File: config.mk
export PLATFORM = sky130hd
export DESIGN_NAME = code_decomp_fill
export DESIGN_NICKNAME = d
export VERILOG_FILES = /design/src/rtl/code_decomp_fill.sv
export SDC_FILE = /design/constraint.sdc
export NUM_CORES = 2
export LEC_CHECK = 0
export CORE_MARGIN = 5
export CORE_UTILIZATION = 55
export DETAILED_ROUTE_END_ITERATION = 10
export HOLD_SLACK_MARGIN = 0.15
export PLACE_DENSITY = 0.75
export SLEW_MARGIN = 20
export SYNTH_ARGS = -nofsm -noshare
export SYNTH_HDL_FRONTEND = slang
export SYNTH_SLANG_ARGS = --single-unit
File: constraint.sdc
create_clock -name clk -period 4.9 [get_ports clk]
set_clock_uncertainty 0.2 [all_clocks]
set_input_delay 0.98 -clock clk [delete_from_list [all_inputs] [get_ports clk]]
set_output_delay 0.98 -clock clk [all_outputs]
set_load 0.01 [all_outputs]
File: src/rtl/code_decomp_fill.sv
// Instruction-cache refill decompressor: expands 16-bit code-table entries from a
// dictionary or the raw-instruction region. Optional macro CODE_BUF_EN keeps the last code word.
module code_decomp_fill #(
    parameter int          DICT_BITS = 6,
    parameter logic [31:0] TEXT_BASE = 32'h0000_0000,
    parameter logic [31:0] CODE_BASE = 32'h0001_0000,
    parameter logic [31:0] RAW_BASE  = 32'h0002_0000
) (
    input  logic                 clk,
    input  logic                 reset,
    input  logic                 req_valid,
    output logic                 req_ready,
    input  logic [31:0]          req_addr,
    output logic [31:0]          req_rdata,
    output logic                 mem_valid,
    input  logic                 mem_ready,
    output logic [31:0]          mem_addr,
    input  logic [31:0]          mem_rdata,
    input  logic                 dict_we,
    input  logic [DICT_BITS-1:0] dict_waddr,
    input  logic [31:0]          dict_wdata,
    output logic [31:0]          cnt_dict,
    output logic [31:0]          cnt_raw
);

    typedef enum logic [2:0] {IDLE, CODE, DECODE, RAW, RESP} state_t;

    function automatic logic [31:0] word_idx(input logic [31:0] a);
        return (a - TEXT_BASE) >> 2;
    endfunction

    function automatic logic [31:0] code_addr(input logic [31:0] w);
        return CODE_BASE + ((w >> 1) << 2);
    endfunction

    function automatic logic [15:0] half_sel(input logic [31:0] word, input logic hi);
        return hi ? word[31:16] : word[15:0];
    endfunction

    logic [31:0] dict_mem [0:(1 << DICT_BITS) - 1];

    state_t      state_q, state_d;
    logic        sel_q, sel_d;
    logic [15:0] entry_q, entry_d;
    logic        abort_q, abort_d;
    logic        raw_q, raw_d;
    logic        mem_valid_q, mem_valid_d;
    logic [31:0] mem_addr_q, mem_addr_d;
    logic [31:0] req_rdata_q, req_rdata_d;
    logic [31:0] cnt_dict_q, cnt_dict_d;
    logic [31:0] cnt_raw_q, cnt_raw_d;
    logic [31:0] req_w;
    logic        buf_hit;
    logic [31:0] buf_word;

`ifdef CODE_BUF_EN
    logic        buf_valid_q, buf_valid_d;
    logic [31:0] buf_addr_q, buf_addr_d;
    logic [31:0] buf_data_q, buf_data_d;

    always_ff @(posedge clk or posedge reset) begin
        if (reset) begin
            buf_valid_q <= 1'b0;
            buf_addr_q  <= '0;
            buf_data_q  <= '0;
        end else begin
            buf_valid_q <= buf_valid_d;
            buf_addr_q  <= buf_addr_d;
            buf_data_q  <= buf_data_d;
        end
    end

    assign buf_hit  = buf_valid_q && (buf_addr_q == code_addr(req_w));
    assign buf_word = buf_data_q;
`else
    assign buf_hit  = 1'b0;
    assign buf_word = '0;
`endif

    assign req_w = word_idx(req_addr);

    // Dictionary has no reset; a same-cycle DECODE read sees the pre-write contents.
    always_ff @(posedge clk) begin
        if (dict_we) begin
            dict_mem[dict_waddr] <= dict_wdata;
        end
    end

    always_comb begin
        state_d     = state_q;
        sel_d       = sel_q;
        entry_d     = entry_q;
        abort_d     = abort_q;
        raw_d       = raw_q;
        mem_valid_d = mem_valid_q;
        mem_addr_d  = mem_addr_q;
        req_rdata_d = req_rdata_q;
        cnt_dict_d  = cnt_dict_q;
        cnt_raw_d   = cnt_raw_q;
`ifdef CODE_BUF_EN
        buf_valid_d = buf_valid_q;
        buf_addr_d  = buf_addr_q;
        buf_data_d  = buf_data_q;
`endif
        case (state_q)
            IDLE: begin
                abort_d = 1'b0;
                if (req_valid) begin
                    sel_d = req_w[0];
                    if (buf_hit) begin
                        entry_d = half_sel(buf_word, req_w[0]);
                        state_d = DECODE;
                    end else begin
                        mem_addr_d  = code_addr(req_w);
                        mem_valid_d = 1'b1;
                        state_d     = CODE;
                    end
                end
            end
            CODE: begin
                // Once the requester drops, the read still completes but its data is discarded.
                if (!req_valid) abort_d = 1'b1;
                if (mem_ready) begin
                    mem_valid_d = 1'b0;
`ifdef CODE_BUF_EN
                    buf_valid_d = 1'b1;
                    buf_addr_d  = mem_addr_q;
                    buf_data_d  = mem_rdata;
`endif
                    if (abort_q || !req_valid) begin
                        state_d = IDLE;
                    end else begin
                        entry_d = half_sel(mem_rdata, sel_q);
                        state_d = DECODE;
                    end
                end
            end
            DECODE: begin
                if (!req_valid) begin
                    state_d = IDLE;
                end else if (entry_q[15]) begin
                    req_rdata_d = dict_mem[entry_q[DICT_BITS-1:0]];
                    raw_d       = 1'b0;
                    state_d     = RESP;
                end else begin
                    mem_addr_d  = RAW_BASE + {15'd0, entry_q[14:0], 2'b00};
                    mem_valid_d = 1'b1;
                    state_d     = RAW;
                end
            end
            RAW: begin
                if (!req_valid) abort_d = 1'b1;
                if (mem_ready) begin
                    mem_valid_d = 1'b0;
                    if (abort_q || !req_valid) begin
                        state_d = IDLE;
                    end else begin
                        req_rdata_d = mem_rdata;
                        raw_d       = 1'b1;
                        state_d     = RESP;
                    end
                end
            end
            RESP: begin
                if (raw_q) cnt_raw_d  = cnt_raw_q + 32'd1;
                else       cnt_dict_d = cnt_dict_q + 32'd1;
                state_d = IDLE;
            end
            default: state_d = IDLE;
        endcase
    end

    always_ff @(posedge clk or posedge reset) begin
        if (reset) begin
            state_q     <= IDLE;
            sel_q       <= 1'b0;
            entry_q     <= '0;
            abort_q     <= 1'b0;
            raw_q       <= 1'b0;
            mem_valid_q <= 1'b0;
            mem_addr_q  <= '0;
            req_rdata_q <= '0;
            cnt_dict_q  <= '0;
            cnt_raw_q   <= '0;
        end else begin
            state_q     <= state_d;
            sel_q       <= sel_d;
            entry_q     <= entry_d;
            abort_q     <= abort_d;
            raw_q       <= raw_d;
            mem_valid_q <= mem_valid_d;
            mem_addr_q  <= mem_addr_d;
            req_rdata_q <= req_rdata_d;
            cnt_dict_q  <= cnt_dict_d;
            cnt_raw_q   <= cnt_raw_d;
        end
    end

    assign req_ready = (state_q == RESP);
    assign req_rdata = req_rdata_q;
    assign mem_valid = mem_valid_q;
    assign mem_addr  = mem_addr_q;
    assign cnt_dict  = cnt_dict_q;
    assign cnt_raw   = cnt_raw_q;

endmodule

==> results list <==
- Outcome: complete, no violations
- Post-DP HPWL: 123 mm
* Final antenna-violating net count: 0
* PostCTS Resize Cnt: 0
* Type of the setup path with the least slack: flip-flop to flip-flop
* Vias per cell: 6.48
- Top flip-flop cell by instance count after synthesis: sky130_fd_sc_hd__edfxtp_1
- In this run the static leakage power is 31.0 nW.
- In this run the post-CTS setup repair buffer count came out at 0.
- Routed wire length per instance: 31.8 um
* Largest net degree at the start of global routing: 84
- Cell at the slowest stage of the critical path: sky130_fd_sc_hd__dfrtp_4
- Async set-reset flop share out of synthesis: 0.0678
- Warning count from the yosys run: 0
- Of the post-synthesis cell area, the dominant cell type holds 0.721.
- Final-layout fill cell count: 10100
- Setup violation total in the final timing report: 0
* Number of failing hold endpoints at the final stage: 0
- Area leader, netlist: sky130_fd_sc_hd__edfxtp_1
- For the worst-skew pair, the clock arrives at the later sink with an insertion delay of 840 ps.
- Clock-pin slew was measured on the worst setup and hold paths at 70 ps.
* Final worst slack: 1380 ps
- The initial antenna violation count was 6.
- Die height: 404 um
* RSZ-0062 raised after global routing: no
- Hold WS: 273 ps
- TritonCTS sink count: 2197
* Ratio of total power to cell area: 507 nW/um2
* Fmax achieved: 284 MHz
* Combined area of the multi-input logic cells: 19400 um2
- The die covers 163000 um2.
- Together, buffers and inverters on the worst path number 1.
- Synthesis inferred 2197 register bits.
* Highest ir drop seen on vdd: 436 uV
- In this run the tightest slew margin relative to its limit is 0.233.
- In this design, the stage delay of the slowest critical-path cell is 1020 ps.
- At the worst endpoint, the required time is 5420 ps.
- In the post-synthesis netlist, the cell with the most instances is sky130_fd_sc_hd__edfxtp_1.
- Overall Global Routing Usage: 0.262
* Reg area: 65200 um2
- Highest fanout seen on the critical path: 37
- Routability-driven placement finished with a final weighted congestion of 0.919.
- TritonCTS built the clock tree.
- Compared with the post-synthesis result, the final layout area differs by 14.4%.
* Global-route wire length before repair: 309 mm
- Class of the most critical hold timing path: flip-flop to flip-flop
- Number of cells produced by synthesis: 4084
- At the end of the flow, the number of nets in the layout was 4576.
* Max-slew violation count: 0
- Number of vias after detailed routing: 43300
- In this run the horizontal extent of the chip is 404 um.
* Arrival time at the worst endpoint: 4040 ps
- List of most frequent post-synthesis cells: sky130_fd_sc_hd__edfxtp_1, sky130_fd_sc_hd__mux4_2, sky130_fd_sc_hd__mux2i_1
- In the finished design, the share of the clock period the worst path needs comes to 0.719.
* Fraction of layout instances using a drive strength above 1: 0.235
* Count of different cell masters after synthesis: 61
- Setup total negative slack on the finished layout was measured at 0 ps.
* Kind of capture point of the worst setup path: flip-flop
- Kind of start point of the critical path: flip-flop
* Sequential area share after synthesis: 0.764
* Slew of the pin with the lowest slew margin: 1150 ps
* Worst slack, placed: 874 ps
* Synthesized cell area: 85300 um2
* 1st-pass router iterations: 6
* Buffer cell driving the clock tree root: sky130_fd_sc_hd__clkbuf_16
- Cell types occupying the most area after synthesis: sky130_fd_sc_hd__edfxtp_1, sky130_fd_sc_hd__mux4_2, sky130_fd_sc_hd__dfrtp_1
* Top Ports: 237
- Worst path top cell family by delay: flip-flops
* Initial cell density of the core: 0.553
- H-tree depth reported by CTS: 4
- Via count of the first global-routing pass: 43600
* DRC Markers: 0
- Counting the buffers created by CTS gives 207.
- Count of flip-flops with a built-in enable after synthesis: 2048
* Number of buffers added to fix hold violations after cts: 0
* Cell Rows: 144
* Largest buffer count on any clock path: 3
* Clock period minus final worst setup slack: 3520 ps
- For this block, the routed nets add up to 212 mm of wire.
- In this run, the number of DRC markers left after iteration 0 of detailed routing was 5601.
- Remaining global-route overflow: 0
- Across the run, the number of max-cap violations was 0.
- Traced cell by cell, the critical path runs through nor2b_2, buf_4, a22oi_1, a21oi_1, o41ai_1, a31o_2.
- Each instance of the synthesized netlist takes up on average 20.9 um2.
- In this run the tool buffered the top-level ports with 232 buffer cells.
* Core footprint: 154000 um2
-- cell type report --
type / instances / share of cell area
diodes: 3 / 0.0000769
clock buffers: 266 / 0.0571
multi-input cells: 1655 / 0.198
repair buffers: 394 / 0.0391
inverters: 11 / 0.000461
flip-flops and latches: 2197 / 0.668
well taps: 2044 / 0.0262
clock inverters: 119 / 0.0106
-- placed cells by master, fill, tap and decap left out, types with 23 or more instances in the layout --
| cell type | instances |
|---|---|
| sky130_fd_sc_hd__o211ai_1 | 23 |
| sky130_fd_sc_hd__edfxtp_1 | 2048 |
| sky130_fd_sc_hd__nor2_1 | 56 |
| sky130_fd_sc_hd__mux4_2 | 461 |
| sky130_fd_sc_hd__o21ai_1 | 40 |
| sky130_fd_sc_hd__buf_4 | 147 |
| sky130_fd_sc_hd__clkinv_2 | 42 |
| sky130_fd_sc_hd__clkbuf_16 | 212 |
| sky130_fd_sc_hd__o21ai_0 | 75 |
| sky130_fd_sc_hd__o221ai_1 | 44 |
| sky130_fd_sc_hd__nand3_1 | 65 |
| sky130_fd_sc_hd__xnor2_1 | 47 |
| sky130_fd_sc_hd__dfrtp_1 | 145 |
| sky130_fd_sc_hd__mux2_2 | 55 |
| sky130_fd_sc_hd__xor2_1 | 28 |
| sky130_fd_sc_hd__nand2_1 | 131 |
| sky130_fd_sc_hd__clkdlybuf4s50_1 | 200 |
| sky130_fd_sc_hd__nor2_4 | 63 |
| sky130_fd_sc_hd__clkbuf_1 | 47 |
| sky130_fd_sc_hd__a21oi_1 | 26 |
| sky130_fd_sc_hd__buf_12 | 32 |
| sky130_fd_sc_hd__mux2i_1 | 261 |
| sky130_fd_sc_hd__a22oi_1 | 95 |
| sky130_fd_sc_hd__clkinv_1 | 48 |
-- power breakdown --
group | switching, mW | total (mW) | leakage, nW | internal, mW
registers | 0.730 | 21.7 | 20.4 | 21.0
clock network | 6.80 | 15.6 | 3.24 | 8.82
logic | 6.74 | 12.2 | 7.43 | 5.47
total | 14.3 | 49.5 | 31.0 | 35.3
-- final timing paths --
check,startpoint,end,slack [ps],depth (start not counted)
max in group asynchronous,reset,cnt_dict[11],3120,3
hold / removal,cnt_raw[31],cnt_raw[31],270,1
setup reg to reg,entry_q[2],req_rdata[14],1380,6
setup / recovery,entry_q[2],req_rdata[14],1380,6
hold reg to reg,cnt_raw[31],cnt_raw[31],270,1
min in group asynchronous,reset,cnt_raw[9],520,2
-- layer usage --
layer  GRT usage  share of wire  vias to the layer above
met4       0.100          0.042                        4
met5           0        0.00012                        -
met1       0.365           0.38                    22600
met2       0.402           0.47                     2634
met3      0.0739           0.11                      396
li1            -              -                    17700
-- sequential cells by signal (all words and copies together) (netlist names) --
signal / cells
abort_q: 1
cnt_dict: 32
cnt_raw: 32
dict_mem: 2048
entry_q: 16
mem_addr: 30
mem_valid: 1
raw_q: 1
req_rdata: 32
sel_q: 1
state_q: 3
-- cells by family (layout without fill, tap and decap cells) --
kind of cell,after synthesis,in the layout,share of synthesized area
flops,2197,2197,0.764
fa+ha+maj,3,3,0.000440
compound gates,353,353,0.0278
other cells,1,5,0.0000439
simple gates,445,445,0.0250
mux,777,777,0.160
xor+xnor,75,75,0.00770
buf+inv,233,790,0.0151
-- metrics by stage --
step	total power [mW]	util	cell area (um2)	instances
after floorplan	29.8	-	85300	4085
after global placement	34.0	0.589	90900	6298
after detailed placement	34.2	0.590	90900	6299
after CTS	49.8	0.633	97600	6684
after global routing	51.2	0.633	97600	6686
final	49.5	0.633	97600	6689
Note: power is estimated with default switching activity, not from simulation.
